`src/rtl/riscv_pkg.sv`:
```
// Shared definitions for the memory arbiter slice.
//   arb_state_t            : arbiter FSM states
//   WIDTH_B/WIDTH_H/WIDTH_W: data-port access width encodings (3 is reserved)
//   misaligned()           : flags accesses that must be rejected without a bus cycle
package riscv_pkg;

   typedef enum logic [1:0] {
      IDLE     = 2'd0,
      BUSY_FE  = 2'd1,
      BUSY_MEM = 2'd2,
      RESP     = 2'd3
   } arb_state_t;

   localparam logic [1:0] WIDTH_B = 2'd0;
   localparam logic [1:0] WIDTH_H = 2'd1;
   localparam logic [1:0] WIDTH_W = 2'd2;

   // Reserved width, odd half address, or word address not on a word boundary.
   function automatic logic misaligned(input logic [1:0] width, input logic [1:0] addr_lo);
      logic bad;
      case (width)
         WIDTH_B: bad = 1'b0;
         WIDTH_H: bad = addr_lo[0];
         WIDTH_W: bad = (addr_lo != 2'b00);
         default: bad = 1'b1;
      endcase
      return bad;
   endfunction

endpackage

```
`src/rtl/mem_align.sv`:
```
// Combinational lane steering for the data port.
//   addr_lo    : byte offset within the word
//   width      : access width (WIDTH_B/H/W)
//   extend     : 1 = sign-extend loads, 0 = zero-extend
//   store_data : raw store data from the requester
//   rdata      : word read from the bus
//   be         : byte enables for the bus cycle
//   wdata      : store data replicated onto every lane
//   load_data  : addressed byte/half, shifted down and extended
module mem_align
   import riscv_pkg::*;
(
   input  logic [1:0]  addr_lo,
   input  logic [1:0]  width,
   input  logic        extend,
   input  logic [31:0] store_data,
   input  logic [31:0] rdata,
   output logic [3:0]  be,
   output logic [31:0] wdata,
   output logic [31:0] load_data
);

   logic [31:0] lane;

   always_comb begin
      be        = 4'b0000;
      wdata     = 32'h0;
      load_data = 32'h0;
      // Bring the addressed byte/half down to bit 0.
      lane      = rdata >> {addr_lo, 3'b000};
      case (width)
         WIDTH_B: begin
            be        = 4'b0001 << addr_lo;
            wdata     = {4{store_data[7:0]}};
            load_data = {{24{extend & lane[7]}}, lane[7:0]};
         end
         WIDTH_H: begin
            be        = 4'b0011 << addr_lo;
            wdata     = {2{store_data[15:0]}};
            load_data = {{16{extend & lane[15]}}, lane[15:0]};
         end
         WIDTH_W: begin
            be        = 4'b1111;
            wdata     = store_data;
            load_data = rdata;
         end
         default: ;
      endcase
   end

endmodule

```
`src/rtl/mem_arbiter.sv`:
```
// Two-port (fetch / data) arbiter onto a single word-wide bus.
//   clk, reset_n : clock, asynchronous active-low reset
//   fe_*         : instruction-fetch port (word address, always full-word read)
//   mem_*        : data port (byte/half/word loads and stores)
//   bus_*        : backing bus; outputs held stable from issue until bus_ack
// The data port has fixed priority. A transaction that sees no bus_ack within
// TIMEOUT_CYCLES bus cycles completes with error.
module mem_arbiter
   import riscv_pkg::*;
#(
   parameter int TIMEOUT_CYCLES = 256
) (
   input  logic        clk,
   input  logic        reset_n,
   input  logic        fe_req,
   input  logic [29:0] fe_addr,
   output logic        fe_ack,
   output logic        fe_error,
   output logic [31:0] fe_data,
   input  logic        mem_req,
   input  logic [31:0] mem_addr,
   input  logic        mem_write,
   input  logic [31:0] mem_data_in,
   input  logic        mem_extend,
   input  logic [1:0]  mem_width,
   output logic        mem_ack,
   output logic        mem_error,
   output logic [31:0] mem_data_out,
   output logic        bus_req,
   output logic [29:0] bus_addr,
   output logic        bus_write,
   output logic [3:0]  bus_be,
   output logic [31:0] bus_wdata,
   input  logic        bus_ack,
   input  logic        bus_error,
   input  logic [31:0] bus_rdata
);

   localparam int CW = $clog2(TIMEOUT_CYCLES + 1);

   arb_state_t  state, state_nxt;
   logic        sel_fe_q;
   logic [31:0] addr_q;
   logic        write_q;
   logic        extend_q;
   logic [1:0]  width_q;
   logic [31:0] wdata_q;
   logic [31:0] rdata_q;
   logic        err_q;
   logic [CW-1:0] cnt_q;

   logic        busy, grant_mem, grant_fe, mem_bad, tmo;
   logic [3:0]  al_be;
   logic [31:0] al_wdata, al_load;

   assign busy      = (state == BUSY_FE) || (state == BUSY_MEM);
   assign grant_mem = (state == IDLE) && mem_req;
   assign grant_fe  = (state == IDLE) && !mem_req && fe_req;
   assign mem_bad   = misaligned(mem_width, mem_addr[1:0]);
   // A bus_ack in the last allowed cycle wins over the timeout.
   assign tmo       = busy && !bus_ack && (cnt_q == CW'(TIMEOUT_CYCLES - 1));

   always_ff @(posedge clk or negedge reset_n) begin
      if (!reset_n) state <= IDLE;
      else          state <= state_nxt;
   end

   always_comb begin
      state_nxt = state;
      case (state)
         IDLE: begin
            if (mem_req)     state_nxt = mem_bad ? RESP : BUSY_MEM;
            else if (fe_req) state_nxt = BUSY_FE;
         end
         BUSY_FE, BUSY_MEM: begin
            if (bus_ack || tmo) state_nxt = RESP;
         end
         RESP:    state_nxt = IDLE;
         default: state_nxt = IDLE;
      endcase
   end

   // Request capture, completion capture and timeout counting.
   always_ff @(posedge clk or negedge reset_n) begin
      if (!reset_n) begin
         sel_fe_q <= 1'b0;
         addr_q   <= 32'h0;
         write_q  <= 1'b0;
         extend_q <= 1'b0;
         width_q  <= WIDTH_W;
         wdata_q  <= 32'h0;
         rdata_q  <= 32'h0;
         err_q    <= 1'b0;
         cnt_q    <= '0;
      end else if (grant_mem) begin
         sel_fe_q <= 1'b0;
         addr_q   <= mem_addr;
         write_q  <= mem_write;
         extend_q <= mem_extend;
         width_q  <= mem_width;
         wdata_q  <= mem_data_in;
         rdata_q  <= 32'h0;
         err_q    <= mem_bad;
         cnt_q    <= '0;
      end else if (grant_fe) begin
         sel_fe_q <= 1'b1;
         addr_q   <= {fe_addr, 2'b00};
         write_q  <= 1'b0;
         extend_q <= 1'b0;
         width_q  <= WIDTH_W;
         wdata_q  <= 32'h0;
         rdata_q  <= 32'h0;
         err_q    <= 1'b0;
         cnt_q    <= '0;
      end else if (busy) begin
         if (bus_ack) begin
            rdata_q <= bus_rdata;
            err_q   <= bus_error;
         end else if (tmo) begin
            err_q   <= 1'b1;
         end else begin
            cnt_q   <= cnt_q + 1'b1;
         end
      end
   end

   mem_align u_align (
      .addr_lo    (addr_q[1:0]),
      .width      (width_q),
      .extend     (extend_q),
      .store_data (wdata_q),
      .rdata      (rdata_q),
      .be         (al_be),
      .wdata      (al_wdata),
      .load_data  (al_load)
   );

   // Bus outputs are decoded from registered state only, so they are stable
   // for the whole BUSY cycle and zero outside it (including during reset).
   assign bus_req   = busy;
   assign bus_addr  = busy ? addr_q[31:2] : 30'h0;
   assign bus_write = (state == BUSY_MEM) && write_q;
   assign bus_be    = busy ? al_be : 4'b0000;
   assign bus_wdata = bus_write ? al_wdata : 32'h0;

   assign fe_ack       = (state == RESP) && sel_fe_q;
   assign fe_error     = fe_ack && err_q;
   assign fe_data      = fe_ack ? rdata_q : 32'h0;
   assign mem_ack      = (state == RESP) && !sel_fe_q;
   assign mem_error    = mem_ack && err_q;
   assign mem_data_out = (mem_ack && !write_q) ? al_load : 32'h0;

endmodule

```
`config.mk`:
```
export PLATFORM = sky130hd
export DESIGN_NAME = mem_arbiter
export DESIGN_NICKNAME = d
export VERILOG_FILES = /design/src/rtl/riscv_pkg.sv /design/src/rtl/mem_align.sv /design/src/rtl/mem_arbiter.sv
export SDC_FILE = /design/constraint.sdc
export NUM_CORES = 1
export LEC_CHECK = 0
export BUFFER_PORTS_ARGS = -buffer_cell sky130_fd_sc_hd__buf_4
export CORE_ASPECT_RATIO = 2
export CORE_MARGIN = 1.5
export CORE_UTILIZATION = 50
export DETAILED_ROUTE_END_ITERATION = 10
export PLACE_DENSITY = 0.83
export SETUP_SLACK_MARGIN = 0.1
export SYNTH_ARGS = -nofsm -noshare
export SYNTH_HDL_FRONTEND = slang
export SYNTH_SLANG_ARGS = --single-unit
export TNS_END_PERCENT = 10
```
`constraint.sdc`:
```
create_clock -name clk -period 3.95 [get_ports clk]
set_input_delay 0.1975 -clock clk [delete_from_list [all_inputs] [get_ports clk]]
set_output_delay 0.1975 -clock clk [all_outputs]
set_load 0.01 [all_outputs]
```
### Word-level counts from Yosys, hierarchy flattened

Cells that the tools add are included.

* register bits after elaboration: 113
* logic and storage cells: 97

* add/subtract/negate cells: 1
* bitwise operators: 2
* reductions and logical operators: 30
* multiplexer cells: 39
* shift-type cells: 3
* eq/ne operators: 12

Operator list (count)
* $mux W32: 11
* $pmux W32 S3: 2
* $mux W9: 5
* $shr A32 B5 Y16: 1
* $mux W30: 1
* $pmux W4 S3: 1
* $logic_and A1 B1 Y1: 11
* $mux W1: 11
* $mux W2: 5
* $add A9 B1 Y9 const B: 1
* $eq A9 B8 Y1 const B: 1
* $eq A2 B2 Y1 const B: 4
* $eq A2 B1 Y1 const B: 3
* $logic_not A2 Y1: 3
* $ne A3 B3 Y1 const B: 2
* $pmux W2 S3: 1
* $reduce_and A2 Y1: 3
* $reduce_bool A3 Y1: 2
* $logic_not A1 Y1: 4
* $mux W4: 1
* $reduce_bool A2 Y1: 2
* $reduce_bool A4 Y1: 1
* $shl A1 B2 Y4 const A: 1
* $shl A2 B2 Y4 const A: 1
* other kinds (7): 9

### Logic depth before layout (Yosys ltp)

Gate-level depths: netlist (run 1).

* depth in word-level cells: 9
* gate-level depth with buffers: 9
* depth with buffers taken out: 8

### Cells and area by module

Synthesis (run 1) repeated with hierarchy kept, for this count alone.

* cells, all modules: 824
* area total of the unflattened synthesis: 6844.1 um2

Modules (own cells, without submodules)
* mem_arbiter: sequential area each 2829.0 um2, area each 5580.4 um2, instances 1, cells each 625
* mem_align: sequential area each 0.0 um2, area each 1263.7 um2, instances 1, cells each 199

### Least setup slack after synthesis (run 1)

OpenSTA, ideal clock, no wires.

* path type: register to register
* start point: reg cnt_q[0]
* end point: reg cnt_q[7]
* setup slack: 1.979 ns
* data arrival time: 1.840 ns
* required time: 3.818 ns
* path buffers: 1
* library setup time: 0.132 ns
* stages on the path, launching flop included: 10
* cells stage by stage: dfrtp_1 ha_1 nand2_1 nor3_1 ha_1 or3b_1 clkbuf_1 nor4_2 xnor2_1 nor2_1

* word-level cells in the longest chain between the ends: 6
* elaborated cells on any way between the ends: 10

Ends and longest elaborated chain
* from (decl): RTL line mem_arbiter.sv:50 `logic [CW-1:0] cnt_q;`
* from (signal assigned): RTL line mem_arbiter.sv:122 `cnt_q <= cnt_q + 1'b1;`
* $add A9 B1 Y9: RTL line mem_arbiter.sv:122
* $mux W9: RTL line mem_arbiter.sv:119 `end else if (tmo) begin`
* $mux W9: RTL line mem_arbiter.sv:116 `if (bus_ack) begin`
* $mux W9: RTL line mem_arbiter.sv:115 `end else if (busy) begin`
* $mux W9: RTL line mem_arbiter.sv:105 `end else if (grant_fe) begin`
* $mux W9: RTL line mem_arbiter.sv:95 `end else if (grant_mem) begin`

Parallel ways exist; a longest one is shown, timed or not. The select of a mux whose other input is x is not followed.
A chain may end at the register's enable or synchronous reset.

### Worst setup path in the final report (run 1)

* start point: reg addr_q[0]
* end point: out mem_data_out[13]

* word-level cells in the longest chain between the ends: 4

Ends and longest elaborated chain
* from (decl): RTL line mem_arbiter.sv:43 `logic [31:0] addr_q;`
* from (signal assigned): RTL line mem_arbiter.sv:97 `addr_q <= mem_addr;`
* from (signal assigned): RTL line mem_arbiter.sv:107 `addr_q <= {fe_addr, 2'b00};`
* $shr A32 B5 Y16 (*): RTL line mem_align.sv:30 `lane = rdata >> {addr_lo, 3'b000};`
* $and A1 B1 Y1: RTL line mem_align.sv:35 `load_data = {{24{extend & lane[7]}}, lane[7:0]};`
* $pmux W32 S3 (*): RTL line mem_align.sv:31 `case (width)`
* $mux W32 (*): RTL line mem_arbiter.sv:151 `assign mem_data_out = (mem_ack && !write_q) ? al_load : 32'h0;`
* to (decl): RTL line mem_arbiter.sv:28 `output logic [31:0] mem_data_out,`

Mark *: on every way between the ends. The rest lies on a longest branch, timed or not.

==> results of run 1 <==
logic make-up (layout without fill, tap and decap cells):
family	after synthesis	after routing
AND/OR/NAND/NOR	348	348
multiplexers	11	11
flip-flops	113	113
buffers and inverters	72	328
AO/OA/AOI/OAI	211	211
adder cells (fa/ha/maj)	6	6
XOR/XNOR	6	6
worst max-delay path, delay by kind of cell (launching register included):
kind	cells	cell delay, ns
AOI/OAI and AO/OA	3	0.57
buffers and inverters	1	0.15
DFF	1	0.84
and+or+nand+nor	1	0.83
placed cells by master (no fill, tap or decap), types with 2 or more instances in the layout:
cell type	synthesis	routed
sky130_fd_sc_hd__a21o_1	17	17
sky130_fd_sc_hd__a21oi_1	82	82
sky130_fd_sc_hd__a22o_1	50	50
sky130_fd_sc_hd__a22oi_1	14	14
sky130_fd_sc_hd__a31oi_1	33	33
sky130_fd_sc_hd__and2_1	44	43
sky130_fd_sc_hd__and3_1	33	33
sky130_fd_sc_hd__buf_4	3	279
sky130_fd_sc_hd__bufinv_16	0	2
sky130_fd_sc_hd__clkbuf_16	0	17
sky130_fd_sc_hd__clkinv_2	0	2
sky130_fd_sc_hd__clkinv_4	0	3
sky130_fd_sc_hd__clkinvlp_4	0	5
sky130_fd_sc_hd__dfrtp_1	112	112
sky130_fd_sc_hd__dlygate4sd3_1	0	10
sky130_fd_sc_hd__ha_1	6	6
sky130_fd_sc_hd__inv_1	6	6
sky130_fd_sc_hd__inv_6	0	3
sky130_fd_sc_hd__mux2_2	9	9
sky130_fd_sc_hd__nand2_1	175	175
sky130_fd_sc_hd__nand2b_1	11	11
sky130_fd_sc_hd__nand3_1	4	4
sky130_fd_sc_hd__nand3b_1	2	2
sky130_fd_sc_hd__nor2_1	59	59
sky130_fd_sc_hd__nor2b_1	4	3
sky130_fd_sc_hd__nor2b_4	2	3
sky130_fd_sc_hd__nor3_1	4	4
sky130_fd_sc_hd__nor3b_1	2	2
sky130_fd_sc_hd__o21ai_0	6	6
sky130_fd_sc_hd__xnor2_1	4	4
sky130_fd_sc_hd__xor2_1	2	2
registers in the layout, summed over array words and instances (netlist names):
name,flops
write_q,1
width_q,2
wdata_q,32
rdata_q,32
err_q,1
cnt_q,9
sel_fe_q,1
addr_q,32
state,2
extend_q,1
worst max-delay path by stage:
stage,slack (ns),from,end,depth (start not counted)
2_1_floorplan,1.98,cnt_q[0],cnt_q[7],9
3_3_place_gp,1.47,addr_q[0],mem_data_out[2],5
3_5_place_dp,1.47,addr_q[0],mem_data_out[2],5
4_1_cts,1.03,state[1],mem_data_out[17],7
5_1_grt,0.74,addr_q[0],mem_data_out[13],5
6_report,0.96,addr_q[0],mem_data_out[13],5
metal layers:
| layer | up-vias | routed length, um |
|---|---|---|
| met3 | 64 | 1460 |
| met2 | 312 | 11600 |
| met5 | - | 0 |
| met1 | 3147 | 7520 |
| met4 | 0 | 1040 |
| li1 | 3128 | - |
metrics by stage:
step	worst slack, ns	instance area (um^2)	hold slack (ns)	cells
after global placement	1.47	8460	0.305	1131
after CTS	1.03	9140	0.0000541	1173
after detailed placement	1.47	8460	0.306	1131
after global routing	0.745	9140	0.000539	1173
after floorplan	1.98	6440	-0.0981	767
final	0.963	9140	0.00575	1173
report_power, final:
group	internal [mW]	switching (mW)
combinational	1.67	1.94
clock	0.933	0.579
sequential	1.69	0.648
total	4.29	3.17
cell type report:
| cell class | count | area share (%) |
|---|---|---|
| multi-input cells | 582 | 36.1 |
| flip-flops and latches | 113 | 30.9 |
| repair buffers | 290 | 24.2 |
| clock buffers | 17 | 4.65 |
| well taps | 150 | 2.05 |
| clock inverters | 15 | 1.75 |
| inverters | 6 | 0.246 |
==> summary.md, run 1 <==
| Metric | Value |
|---|---|
| Count of nets left with antenna violations after detail routing | 0 |
| Combined global-route utilization of all metal layers | 31.6% |
| WL final | 21600 um |
| Maximum clock frequency | 335 MHz |
| Hold Path Depth | 2 |
| Multiplexer share of the synthesized area | 1.96% |
| Clock slew at the register clock pins of the worst setup and hold paths | 0.06 ns |
| Predominant post-synthesis flop cell | sky130_fd_sc_hd__dfrtp_1 |
| Cell at the root of the clock tree | sky130_fd_sc_hd__clkbuf_16 |
| Final period demand of the worst path | 2.99 ns |
| Detailed Route Iter0 Violations | 341 |
| Number of buffer cells added on primary ports | 271 |
| Hold path startpoint | mem_data_in[20] |
| Post-synthesis average cell area | 8.40 um^2 |
| Number of top-level design ports | 272 |
| Startpoint of the most critical register-to-register path | state[1] |
| Sequential-to-total area share from yosys stat | 43.9% |
| Async set-reset flop share out of synthesis | 100% |
| First-pass detailed-route iteration total | 5 |
| Worst setup SP type | register |
| Final core utilization | 72.8% |
| Post-synthesis simple-gate area fraction | 25.2% |
| DRC errors left | 0 |
| Post-synth design cell area | 6440 um^2 |
| Largest net degree at the start of global routing | 74 |
| Die ar. | 13600 um^2 |
| Finish-stage setup viols | 0 |
| Met2 usage in global routing | 57.9% |
| Wire length of the first global-routing pass | 33800 um |
| Post-Synth Adder-Cell Area | 1.17% |
| Endpoint of the worst register-to-register path | err_q |
| Maximum single-stage delay on the critical path | 0.84 ns |
| Die W | 83.3 um |
| Crit path arrival time | 2.79 ns |
| Detailed Place HPWL | 15300 um |
| Class of the tightest hold or removal check | in2reg |
| Area contributors post-synth | sky130_fd_sc_hd__dfrtp_1 43%, sky130_fd_sc_hd__nand2_1 10%, sky130_fd_sc_hd__a22o_1 6.8% |
| Via count of the first global-routing pass | 6748 |
| Total of cells resized after clock tree synthesis | 0 |
| Category of the critical setup timing path | reg2out |
| Via-per-instance ratio | 5.67 |
| CP cell instances | nor2b_1 -> a22o_1 -> a22oi_1 -> a21oi_1 -> buf_4 |
| Layout fillers | 1029 |
| Yosys warns | 0 |
| Skew final | 0.00787 ns |
| Share of post-route cells with drive strength above 1 | 32.8% |
| Dominant combinational cell family by area after synthesis | simple AND/OR/NAND/NOR gates |
| FF+latch count, synth | 113 |
| Total Neg Setup Slack | 0 ns |
| Routed length per instance | 18.4 um |
| Min-Delay Endpoint | wdata_q[20] |
| Overall overflow remaining after global route | 0 |
| Maximum number of buffers from clock root to sink | 2 |
| Hold bufs inserted after CTS | 10 |
| Compound-Gate Fraction of Synth Area | 21.9% |
| Maximum level of the CTS H-tree | 4 |
| Clock tree from TritonCTS | yes |
| Register area | 2830 um^2 |
| Slew @ Worst Pin | 1.21 ns |
| Pins Over Slew Limit | 0 |
| Crit path max fanout | 18 |
| Hold violation count in the final report | 0 |
| Worst path required time | 3.75 ns |
| Largest area contributor in the synthesized netlist | sky130_fd_sc_hd__dfrtp_1 |
| CTS Sinks | 113 |
| Number of flops mapped to enable cells by yosys | 0 |
| Max-cap violations | 0 |
| Cell types with the highest counts after synthesis | 175 x sky130_fd_sc_hd__nand2_1, 112 x sky130_fd_sc_hd__dfrtp_1, 82 x sky130_fd_sc_hd__a21oi_1 |
| Number of buffers added by the clock tree synthesis step | 17 |
| Top cell type's share of synthesized area | 43.5% |
| Yosys cell types | 48 |
| CORE AREA | 12600 um^2 |
| Slowest-stage cell, CP | sky130_fd_sc_hd__dfrtp_1 |
| Pwr Total | 7.46 mW |
| Vertical die dimension | 164 um |
| Leakage power summed over all cells | 4.60 nW |
| Routability Congestion | 0.915 |
| Outcome | completed |
| Post-Synth XOR/XNOR Area | 0.816% |
| Starting Density | 51.3% |
| Worst Reg2Reg Path Length in Cells | 6 |
| Std-Cell Rows | 58 |
| Number of standard cells after synthesis | 767 |
| Grt peak-use layer | met2 |
| Final worst path period share | 75.6% |
| Skew-Pair Late Insertion Delay | 0.41 ns |
| Net Count, Synth | 909 |
| Number of nets at the end of the flow | 1152 |
| Area added between synthesis and finish | 41.9% |
| Endpoint kind of the worst setup timing path | output pin |
| Antenna fix cells | 0 |
| Maximum ir drop on the vdd rail | 506 uV |
| M3 GR Usage | 7.83% |
| Cell with the most instances after synthesis | sky130_fd_sc_hd__nand2_1 |
| Setup repair after global routing missed its margin | false |
| Worst R2R Setup Slack | 1.46 ns |
| Worst slew margin relative to its limit | 19.1% |
| Cell area power density | 816 nW/um^2 |
| Buffer count from post-CTS setup fixing | 0 |
| Number of antenna violations at the first check in global routing | 0 |
| Multi-input logic area | 3300 um^2 |
| Via count | 6651 |
| Met1 demand-to-capacity share in global routing | 32.5% |
(Power assumes the default switching activity.)
==> run 2: changes to the inputs <==
Settings changed: CORE_UTILIZATION 50 to 44, PLACE_DENSITY 0.83 to 0.77.
Clock period 3.95 ns to 2.6 ns, I/O delays scaled along.
==> run 2 against run 1 <==
Flip-flop and latch count unchanged. Cell count up 15%. Worst hold slack got worse by 0.0040 ns. Sequential share of layout area fell by 4.1 points. Utilization rose by 0.63 points. Critical endpoint is now addr_q[19]. Combinational power up 81%.
==> summary.md, run 2 (synthesis gave the netlist of run 1 again) <==
| Metric | Value |
|---|---|
| Vertical die dimension | 174 um |
| Cell at the root of the clock tree | sky130_fd_sc_hd__clkbuf_16 |
| Largest regs | addr_q: 32 flops, rdata_q: 32 flops, wdata_q: 32 flops |
| Via count | 7314 |
| Startpoint of the most critical register-to-register path | state[0] |
| Final period demand of the worst path | 2.38 ns |
| Pins Over Slew Limit | 0 |
| Multi-input logic area | 3320 um^2 |
| Maximum single-stage delay on the critical path | 0.61 ns |
| Die W | 88.6 um |
| Number of top-level design ports | 272 |
| Top library cells by usage in the layout, fill and taps aside | 292 x sky130_fd_sc_hd__buf_4, 175 x sky130_fd_sc_hd__nand2_1, 124 x sky130_fd_sc_hd__dlygate4sd3_1 |
| Std-Cell Rows | 62 |
| Share of post-route cells with drive strength above 1 | 30.6% |
| Worst path required time | 2.94 ns |
| Number of antenna violations at the first check in global routing | 0 |
| DRC errors left | 0 |
| Number of buffer cells added on primary ports | 271 |
| Final worst path period share | 91.7% |
| Maximum level of the CTS H-tree | 4 |
| Layout fillers | 1040 |
| Placed Cells incl. Taps | 1190 |
| Maximum ir drop on the vdd rail | 767 uV |
| Detailed Route Iter0 Violations | 434 |
| First-pass detailed-route iteration total | 7 |
| Routed length per instance | 18.6 um |
| Leakage power summed over all cells | 5.17 nW |
| Wire length of the first global-routing pass | 39100 um |
| Skew final | 0.0104 ns |
| Crit path arrival time | 2.72 ns |
| Maximum number of buffers from clock root to sink | 2 |
| Total Neg Setup Slack | 0 ns |
| Final cell count without fillers | 1345 |
| CORE AREA | 14400 um^2 |
| Worst R2R Setup Slack | 0.22 ns |
| Setup repair after global routing missed its margin | true |
| Crit path max fanout | 27 |
| Top cell family by delay on the critical path | buffers and inverters |
| WL final | 25100 um |
| Worst setup SP type | register |
| Die ar. | 15400 um^2 |
| Category of the critical setup timing path | reg2reg |
| CP bufs+invs | 3 |
| Register area | 2830 um^2 |
| CTS Sinks | 113 |
| Outcome | completed |
| Largest net degree at the start of global routing | 64 |
| Endpoint kind of the worst setup timing path | register |
| Clock tree from TritonCTS | yes |
| Number of nets at the end of the flow | 1283 |
| Skew-Pair Late Insertion Delay | 0.41 ns |
| Combined global-route utilization of all metal layers | 33.2% |
| Hold violation count in the final report | 0 |
| Max-cap violations | 0 |
| Routability Congestion | 1.01 |
| Endpoint of the worst register-to-register path | addr_q[19] |
| Worst slew margin relative to its limit | 26.2% |
| Crit. path cell count | 7 |
| Last element of the critical path | addr_q[19] |
| Finish-stage setup viols | 0 |
| Source of the critical timing path | state[0] |
| Slew @ Worst Pin | 1.10 ns |
| Via-per-instance ratio | 5.44 |
| Worst Reg2Reg Path Length in Cells | 7 |
| Slowest-stage cell, CP | sky130_fd_sc_hd__dlygate4sd3_1 |
| Count of nets left with antenna violations after detail routing | 0 |
| Class of the tightest hold or removal check | in2reg |
| Clock slew at the register clock pins of the worst setup and hold paths | 0.06 ns |
| Cell area power density | 1170 nW/um^2 |
| Detailed Place HPWL | 16100 um |
| CP cell instances | inv_1 -> ha_1 -> and2_4 -> buf_12 -> nand2_1 -> a31oi_1 -> dlygate4sd3_1 |
| Overall overflow remaining after global route | 0 |
| Area added between synthesis and finish | 63.6% |
| Via count of the first global-routing pass | 7618 |
| Starting Density | 44.9% |
| Number of buffers added by the clock tree synthesis step | 17 |
| Maximum clock frequency | 419 MHz |
| Most common library cell in the layout ignoring fill and taps | sky130_fd_sc_hd__buf_4 |
| Antenna fix cells | 0 |
[run 2: cell types whose count changed in the layout (fill, tap and decap cells not counted), sizes merged]
cell	delta
clkinv	-2
bufinv	+1
inv	-2
clkbuf	+2
dlygate4sd3	+114
buf	+17
[run 2: tightest hold or removal path, stage by stage]
cell and delay, ns:
sky130_fd_sc_hd__buf_4 0.11, sky130_fd_sc_hd__nand2_1 0.05, sky130_fd_sc_hd__a31oi_1 0.08
[run 2: what timing repair did]
item | CTS | global route
setup buffers | 0 | 0
hold endpoints to repair | 156 | 0
resized for setup | 1 | 6
endpoints found under the setup margin | 16 | 47
hold buffers | 124 | 0
cloned | 0 | 0
[run 2: power breakdown]
| part | total (mW) | switching [mW] | internal [mW] |
|---|---|---|---|
| sequential | 3.33 | 0.761 | 2.57 |
| clock | 2.44 | 0.880 | 1.56 |
| combinational | 6.54 | 3.45 | 3.09 |
| total | 12.3 | 5.09 | 7.22 |
[run 2: worst min-delay path by stage]
stage	start	to	cells after the start
after CTS	mem_addr[6]	addr_q[6]	3
after detailed placement	reset_n	rdata_q[27]	1
after global routing	fe_addr[26]	addr_q[28]	3
after floorplan	reset_n	addr_q[0]	0
final	mem_addr[6]	addr_q[6]	3
after global placement	reset_n	addr_q[3]	1
[run 2: area by class of cell]
cell class | instances | area share (%)
Tap cell | 192 | 2.28
Timing Repair Buffer | 421 | 33.4
Inverter | 6 | 0.214
Clock buffer | 19 | 4.30
Sequential cell | 113 | 26.9
Multi-Input combinational cell | 582 | 31.5
Clock inverter | 12 | 1.51
[run 2: stage by stage]
step           hold slack (ns)  power, mW  area [um^2]  setup slack (ns)  utilization, %
6_report               0.00177       12.3        10500             0.216            73.4
4_1_cts               0.000263       12.1        10500             0.126            73.3
3_5_place_dp             0.275       9.19         8670             0.513            60.4
3_3_place_gp             0.273       9.09         8670             0.574            60.4
2_1_floorplan           -0.166       6.78         6440             0.629               -
5_1_grt                0.00454       13.1        10500            0.0160            73.4
[run 2: layer usage]
layer	vias to the layer above	track usage, %	wire (um)
met1	3463	34.2	8590
met3	98	6.98	1600
li1	3392	-	-
met4	0	21.1	1570
met5	-	0	0
met2	361	58.7	13300
